**config.mk**
```make
export PLATFORM = sky130hd
export DESIGN_NAME = gcd_client
export DESIGN_NICKNAME = d
export VERILOG_FILES = /design/src/rtl/gcd_client.sv
export SDC_FILE = /design/constraint.sdc
export NUM_CORES = 1
export LEC_CHECK = 0
export CORE_UTILIZATION = 47
export CTS_CLUSTER_DIAMETER = 30
export DETAILED_ROUTE_END_ITERATION = 16
export PLACE_DENSITY = 0.77
export SETUP_SLACK_MARGIN = 0.1
export SYNTH_ARGS = -nofsm -noshare
export SYNTH_HDL_FRONTEND = slang
export SYNTH_SLANG_ARGS = --single-unit
```
**constraint.sdc**
```tcl
create_clock -name clk -period 3.2 [get_ports clk]
set_input_delay 0.64 -clock clk [delete_from_list [all_inputs] [get_ports clk]]
set_output_delay 0.64 -clock clk [all_outputs]
set_load 0.03 [all_outputs]
```
**src/rtl/gcd_client.sv**
```systemverilog
// Request/result driver for the 16-bit GCD engine with an in-order response FIFO.
// Optional per-response cycle counts are enabled with `define GCD_CLIENT_CYCLES_EN.
module gcd_client #(
    parameter int DEPTH = 4,
    parameter int AW    = 2
) (
    input  logic        clk,
    input  logic        reset,
    input  logic        req_valid,
    output logic        req_ready,
    input  logic [15:0] req_a,
    input  logic [15:0] req_b,
    output logic        gcd_in_valid,
    input  logic        gcd_in_ready,
    output logic [31:0] gcd_in_data,
    input  logic        gcd_out_valid,
    input  logic [15:0] gcd_out_data,
    output logic        resp_valid,
    input  logic        resp_ready,
    output logic [15:0] resp_data,
    output logic        busy,
`ifdef GCD_CLIENT_CYCLES_EN
    output logic [15:0] resp_cycles,
`endif
    output logic        proto_err
);

    typedef enum logic [1:0] {
        IDLE  = 2'd0,
        ISSUE = 2'd1,
        WAIT  = 2'd2
    } state_t;

    localparam logic [AW:0] DEPTH_C = (AW+1)'(DEPTH);

    state_t       state_q, state_d;
    logic [31:0]  in_data_q;
    logic [15:0]  mem_q [DEPTH];
    logic [AW-1:0] wr_ptr_q, rd_ptr_q;
    logic [AW:0]  count_q;
    logic         err_q;

    logic         req_ready_s;
    logic         req_fire_s;
    logic         bypass_s;
    logic         issue_s;
    logic         res_push_s;
    logic         push_s;
    logic         pop_s;
    logic [15:0]  push_data_s;

    // Space for the single outstanding operation is reserved at acceptance,
    // so a result push can never find the FIFO full.
    assign req_ready_s = !reset && (state_q == IDLE) && (count_q < DEPTH_C);
    assign req_fire_s  = req_valid && req_ready_s;
    assign bypass_s    = req_fire_s && (req_b == 16'd0);
    assign issue_s     = req_fire_s && (req_b != 16'd0);
    assign res_push_s  = (state_q == WAIT) && gcd_out_valid;
    assign push_s      = bypass_s || res_push_s;
    assign push_data_s = bypass_s ? req_a : gcd_out_data;
    assign pop_s       = (count_q != '0) && resp_ready;

    // Next-state logic for the request sequencer.
    always_comb begin
        state_d = state_q;
        case (state_q)
            IDLE: begin
                if (issue_s) begin
                    state_d = ISSUE;
                end else begin
                    state_d = IDLE;
                end
            end
            ISSUE: begin
                if (gcd_in_ready) begin
                    state_d = WAIT;
                end else begin
                    state_d = ISSUE;
                end
            end
            WAIT: begin
                if (gcd_out_valid) begin
                    state_d = IDLE;
                end else begin
                    state_d = WAIT;
                end
            end
            default: state_d = IDLE;
        endcase
    end

    // State, request holding register, FIFO storage/pointers and error flag.
    always_ff @(posedge clk or posedge reset) begin
        if (reset) begin
            state_q   <= IDLE;
            in_data_q <= 32'd0;
            wr_ptr_q  <= '0;
            rd_ptr_q  <= '0;
            count_q   <= '0;
            err_q     <= 1'b0;
            for (int i = 0; i < DEPTH; i++) begin
                mem_q[i] <= 16'd0;
            end
        end else begin
            state_q <= state_d;
            if (issue_s) begin
                in_data_q <= {req_a, req_b};
            end
            if (push_s) begin
                mem_q[wr_ptr_q] <= push_data_s;
                wr_ptr_q        <= wr_ptr_q + AW'(1);
            end
            if (pop_s) begin
                rd_ptr_q <= rd_ptr_q + AW'(1);
            end
            case ({push_s, pop_s})
                2'b10:   count_q <= count_q + (AW+1)'(1);
                2'b01:   count_q <= count_q - (AW+1)'(1);
                default: count_q <= count_q;
            endcase
            // A result outside WAIT is dropped and latched as a violation.
            if (gcd_out_valid && (state_q != WAIT)) begin
                err_q <= 1'b1;
            end
        end
    end

`ifdef GCD_CLIENT_CYCLES_EN
    logic [15:0] cyc_q;
    logic [15:0] cyc_next_s;
    logic [15:0] cmem_q [DEPTH];

    // The counter is primed to 1 on acceptance so the stored value includes
    // both the ISSUE-entry edge and the result edge.
    assign cyc_next_s = (cyc_q == 16'hFFFF) ? 16'hFFFF : cyc_q + 16'd1;

    // Operation cycle counter and its per-entry storage.
    always_ff @(posedge clk or posedge reset) begin
        if (reset) begin
            cyc_q <= 16'd0;
            for (int i = 0; i < DEPTH; i++) begin
                cmem_q[i] <= 16'd0;
            end
        end else begin
            if (issue_s) begin
                cyc_q <= 16'd1;
            end else if (state_q != IDLE) begin
                cyc_q <= cyc_next_s;
            end
            if (push_s) begin
                cmem_q[wr_ptr_q] <= bypass_s ? 16'd0 : cyc_next_s;
            end
        end
    end

    assign resp_cycles = cmem_q[rd_ptr_q];
`endif

    assign req_ready    = req_ready_s;
    assign gcd_in_valid = (state_q == ISSUE);
    assign gcd_in_data  = in_data_q;
    assign resp_valid   = (count_q != '0);
    assign resp_data    = mem_q[rd_ptr_q];
    assign busy         = (state_q != IDLE);
    assign proto_err    = err_q;

endmodule

```
After elaboration in Yosys (flattened, before gate mapping):

Index checks and enable logic that the tools add are counted.

* output and inout bits: 53
* logic and storage cells: 54
* bits of input ports: 54
* register bits after elaboration: 106

* multiplexer cells: 12
* bitwise logic cells: 2
* $add $sub $neg: 4
* equality and inequality tests: 5
* order comparisons: 4
* reduce and logical (&&, ||, !) cells: 17

Operators by type and width (count)
* 64-bit bitwise mux: 1
* 16-bit 2-to-1 mux: 4
* 16-bit binary-select mux with 2-bit select: 1
* 16-bit demux with 2-bit select: 1
* 16-bit logical NOT: 1
* 16-bit nonzero test: 1
* 1-bit logical AND: 9
* 3-bit >= comparator (second input constant): 2
* 2-bit NOT with 3-bit output: 2
* 2-bit case mux with 3 select lines: 1
* 3-bit case mux with 2 select lines: 1
* 2-bit by 1-bit adder with 2-bit output (second input constant): 2
* 2-bit by 1-bit == test with 1-bit output (second input constant): 2
* 2-bit == test (second input constant): 2
* 2-bit 2-to-1 mux: 2
* 2-bit nonzero test: 2
* 3-bit by 1-bit adder with 3-bit output (second input constant): 1
* 3-bit by 1-bit less-than comparator with 1-bit output (second input constant): 1
* 3-bit less-than comparator (second input constant): 1
* 3-bit nonzero test: 1
* 3-bit by 1-bit subtractor with 3-bit output (second input constant): 1
* 2-bit logical NOT: 1
* 2-bit inequality test (second input constant): 1
* 1-bit logical NOT: 1
* other kinds (2): 2

Depth between registers and ports, before layout:

Gate-level depths: netlist of run 1.

* depth after elaboration: 8
* depth in mapped cells: 11
* mapped depth without buffers: 10

Worst setup path after synthesis of run 1:

No wires, ideal clock.

* kind: input to register
* start: input reset
* end: register count_q[2]
* library setup time: 126 ps
* buffers on the path: 0
* arrival: 2465 ps
* stages on the path: 10
* path slack: 610 ps
* path through: nor4_4 > and3_4 > a21o_1 > inv_1 > ha_1 > inv_1 > fa_1 > xor2_1 > nor2_1 > xor2_1

* word-level cells in the longest chain between the ends: 8

Ends and longest elaborated chain
* start, declared: line 8 `input logic reset,`
* 1-bit logical NOT (no line) (*)
* 1-bit logical AND (*) (2 in a row): line 54 `assign req_ready_s = !reset && (state_q == IDLE) && (count_q < DEPTH_C);`
* 1-bit logical AND (*): line 55 `assign req_fire_s = req_valid && req_ready_s;`
* 1-bit logical AND (*): line 56 `assign bypass_s = req_fire_s && (req_b == 16'd0);`
* 1-bit logical OR (*): line 59 `assign push_s = bypass_s || res_push_s;`
* 2-bit by 1-bit == test with 1-bit output / 2-bit == test (equally long branches): line 116 `case ({push_s, pop_s})`
* 3-bit case mux with 2 select lines / 2-bit nonzero test (equally long branches)
* end signal, assigned: line 117 `2'b10: count_q <= count_q + (AW+1)'(1);`
* end signal, assigned: line 118 `2'b01: count_q <= count_q - (AW+1)'(1);`
* end signal, assigned: line 119 `default: count_q <= count_q;`
* end, declared: line 40 `logic [AW:0] count_q;`

Every way passes the cells marked *; elsewhere a longest branch is shown, timed or not.
A chain may end at the register's enable or synchronous reset.

Worst setup path in the final report of run 1:

* start: register rd_ptr_q[0]
* end: output resp_data[15]

* word-level cells in the longest chain between the ends: 4

Ends and longest elaborated chain
* start, declared: line 39 `logic [AW-1:0] wr_ptr_q, rd_ptr_q;`
* start signal, assigned: line 114 `rd_ptr_q <= rd_ptr_q + AW'(1);`
* 2-bit NOT with 3-bit output (not written as such): line 163 `assign resp_data = mem_q[rd_ptr_q];`
* 16-bit binary-select mux with 2-bit select: line 163
* 16-bit 2-to-1 mux (not written as such) (2 in a row): line 163
* end, declared: line 20 `output logic [15:0] resp_data,`

Every way passes these cells. The select of a mux whose other input is x is not followed.

==> results of run 1 <==
-- timing repair --
item                       4_1_cts  5_1_grt
gates resized for setup          0        1
hold buffers                     0        0
buffers inserted                 0        0
setup endpoints to repair        0        8
-- synthesized netlist by cell type (all sizes together) --
cell    instances
a21o            3
nand3           5
mux4           16
and2            1
nand2b          1
a21oi           1
nor2b           1
or3             1
o21ai           1
nand2           8
and4            1
nor2            1
or2            65
o221a          64
mux2i           1
dfrtp         106
and3b           1
ha              5
xor2            3
a22o            1
and3            2
inv            11
xnor2           3
buf            15
nor4            5
clkbuf          6
o31ai           3
fa              1
mux2           33
-- per-stage QoR --
| step | std cells | total power (W) | cell area, sq um | util |
|---|---|---|---|---|
| after global routing | 622 | 0.00702 | 6680 | 0.616 |
| after global placement | 606 | 0.00576 | 6470 | 0.597 |
| after floorplan | 365 | 0.00452 | 5230 | - |
| after detailed placement | 606 | 0.00586 | 6470 | 0.597 |
| final | 622 | 0.00667 | 6680 | 0.616 |
| after CTS | 622 | 0.00672 | 6680 | 0.616 |
-- state kept, by name, summed over array words and instances, names as in the netlist --
register and cells:
mem_q 64, rd_ptr_q 2, count_q 3, gcd_in_data 32
wr_ptr_q 2, state_q 2, proto_err 1
-- layer usage --
layer,GRT usage,vias up,part of all wire
met5,0,-,0
met1,0.329,1866,0.42
met4,0.0558,0,0.0042
met3,0.0545,6,0.069
li1,-,1614,-
met2,0.414,137,0.51
-- cells by family (layout without fill, tap and decap cells) --
| logic type | after synthesis | count (layout) | synth area share |
|---|---|---|---|
| AO/OA/AOI/OAI | 73 | 73 | 0.161 |
| XOR/XNOR | 6 | 6 | 0.0101 |
| adder cells (fa/ha/maj) | 6 | 6 | 0.0158 |
| buffers and inverters | 32 | 149 | 0.0374 |
| flip-flops | 106 | 106 | 0.508 |
| multiplexers | 50 | 50 | 0.142 |
| AND/OR/NAND/NOR | 92 | 92 | 0.126 |
-- placed cells by master (no fill, tap or decap), types with 3 or more instances in the layout --
| cell | Yosys | layout |
|---|---|---|
| clkdlybuf4s50_1 | 0 | 106 |
| mux4_2 | 16 | 16 |
| or2_2 | 65 | 65 |
| clkbuf_8 | 0 | 9 |
| inv_1 | 11 | 10 |
| nand3_4 | 4 | 4 |
| xnor2_1 | 3 | 3 |
| ha_1 | 5 | 5 |
| nor4_2 | 3 | 3 |
| dfrtp_1 | 106 | 105 |
| nand2_1 | 7 | 7 |
| a21o_1 | 3 | 3 |
| o221a_2 | 28 | 28 |
| o31ai_4 | 3 | 3 |
| o221a_1 | 36 | 36 |
| buf_4 | 5 | 13 |
| mux2_1 | 29 | 29 |
| buf_12 | 0 | 3 |
| xor2_1 | 3 | 3 |
| mux2_2 | 4 | 4 |
-- worst max path at each step --
| stage | slack, ps | to |
|---|---|---|
| finish | 270 | resp_data[15] |
| CTS | 110 | resp_data[15] |
| detailed placement | 170 | count_q[2]$_DFFE_PP0P_ |
| global route | 170 | resp_data[15] |
| global placement | 300 | count_q[2]$_DFFE_PP0P_ |
| floorplan | 610 | count_q[2]$_DFFE_PP0P_ |
-- worst max-delay path, cell delays in order, from the launching register on --
cell             delay [ps]
dfrtp_2                 490
buf_4                   260
mux4_2                  550
clkdlybuf4s50_1         610
-- final cells by class --
cell class / count / share of cell area
repair buffers: 122 / 0.182
clock buffers: 9 / 0.0185
multi-input cells: 227 / 0.357
clock inverters: 7 / 0.0120
well taps: 140 / 0.0262
inverters: 11 / 0.00675
flip-flops and latches: 106 / 0.397
-- power breakdown --
| part | switching, W | leakage, nW | internal [W] |
|---|---|---|---|
| Clock | 0.000533 | 0.0998 | 0.000313 |
| Sequential | 0.000426 | 1.29 | 0.00200 |
| Combinational | 0.00166 | 1.22 | 0.00174 |
==> summary.md, run 1 <==
| Metric | Value |
|---|---|
| Yosys reg bits | `about 110` |
| Slew Viols, Final | `0` |
| Worst VDD drop | `0.000522 V` |
| Hold endpoint | `proto_err$_DFFE_PP0P_` |
| Filler cells | `roughly 860` |
| Largest net degree at the start of global routing | `64` |
| Die Y | `about 110 um` |
| WS Path Type | `register to primary output` |
| Top cell type's share of synthesized area | `0.508` |
| Max-slew headroom | `0.549` |
| Clock transition at path regs | `110 ps` |
| CTS Sinks | `between 100 and 150` |
| Routed vias/inst | `about 5.8` |
| CP Max Fanout | `8` |
| Synth warnings | `0` |
| RSZ-0062 raised after global routing | `no` |
| Fin crit share | `0.916` |
| CP Capture Type | `primary output` |
| Status | `completed` |
| Crit path arrival time | `between 2000 and 2500 ps` |
| Fin. Hold Viols | `0` |
| IO Count | `107` |
| Worst setup path start | `rd_ptr_q[0]$_DFFE_PP0P_` |
| Layout area overhead | `27.9%` |
| DRT iter0 DRCs | `200` |
| Nets | `approximately 540` |
| First-pass GRT wire length | `roughly 21 mm` |
| Hold path start | `proto_err$_DFFE_PP0P_` |
| Synthesized area | `roughly 0.0052 sq mm` |
| Multi-input logic area | `around 0.0024 sq mm` |
| Post-synth top area cell | `dfrtp_1` |
| Starting Density | `0.482` |
| Flip-flop and latch area | `roughly 0.0027 sq mm` |
| Diode count | `0` |
| Total Neg Setup Slack | `0 ps` |
| Crit Reg-Reg Endpoint | `count_q[2]$_DFFE_PP0P_` |
| CTS Buffer Depth | `2` |
| # port buffers | `between 100 and 150` |
| PnR worst setup slack | `approximately 270 ps` |
| Top post-synthesis cells by area | `dfrtp_1 (51%), or2_2 (7.8%), o221a_1 (7.8%)` |
| Row count | `38` |
| Hold depth | `1` |
| Min Clock Period, post-route | `between 2000 and 3000 ps` |
| Share of layout cells above drive strength 1 | `0.338` |
| P_leak | `approximately 2.6 nW` |
| Gr usage total | `0.247` |
| HPWL after DPL | `around 9.0 mm` |
| Wire per inst | `roughly 21 um` |
| Clock Latency Late Sink | `390 ps` |
| Via count | `about 3600` |
| WP data required | `between 2000 and 3000 ps` |
| CTS tree | `built` |
| Skew final | `17.6 ps` |
| Post-synthesis cell type count | `37` |
| DRC Markers | `0` |
| Die footprint | `0.0115 sq mm` |
| Total congestion overflow | `0` |
| Syn Area/Cell | `between 10 and 15 sq um` |
| Fmax | `~0.34 GHz` |
| Setup-failing EPs final | `0` |
| Min Hold Slack | `slightly below 500 ps` |
| Core area | `0.0108 sq mm` |
| GPL Wtd Cong | `approximately 0.8` |
| CTS buffer count | `9` |
| Number of max-cap violations | `0` |
| DRT antenna net count | `0` |
| Number of global-route vias before repair | `approximately 3900` |
| Worst R2R Setup Slack | `roughly 780 ps` |
| H-tree depth | `3` |
| Initial antenna violation count | `0` |
| Pre-CTS setup slack | `171 ps` |
| Critical path launch point type | `register` |
| Synthesized instance count | `365` |
| Drt first pass iters | `4` |
| Worst Reg-to-Reg Cells | `10` |
| Synthesized Nets | `between 400 and 500` |
| Sequential element share of the synthesized area | `0.508` |
| Reg-to-reg startpoint | `state_q[1]$_DFF_PP0_` |
| DIE WIDTH | `around 110 um` |
| Clk root buf | `clkbuf_8` |
| Worst hold path class | `register to register` |
| Drt total wl | `13.0 mm` |
| Measured slew at the worst slew-check pin | `approximately 670 ps` |
| PwrDens | `approximately 1000 mW/mm^2` |
No activity file was read; power rests on OpenSTA's default activity.
==> run 2, diff against run 1 <==
--- a/config.mk
+++ b/config.mk
@@ -8,6 +8,7 @@
 export CORE_UTILIZATION = 47
 export CTS_CLUSTER_DIAMETER = 30
 export DETAILED_ROUTE_END_ITERATION = 16
+export GPL_ROUTABILITY_DRIVEN = 0
 export PLACE_DENSITY = 0.77
 export SETUP_SLACK_MARGIN = 0.1
 export SYNTH_ARGS = -nofsm -noshare
==> results of run 2 <==
No change in the layout: final DEF, timing and power equal those of run 1.
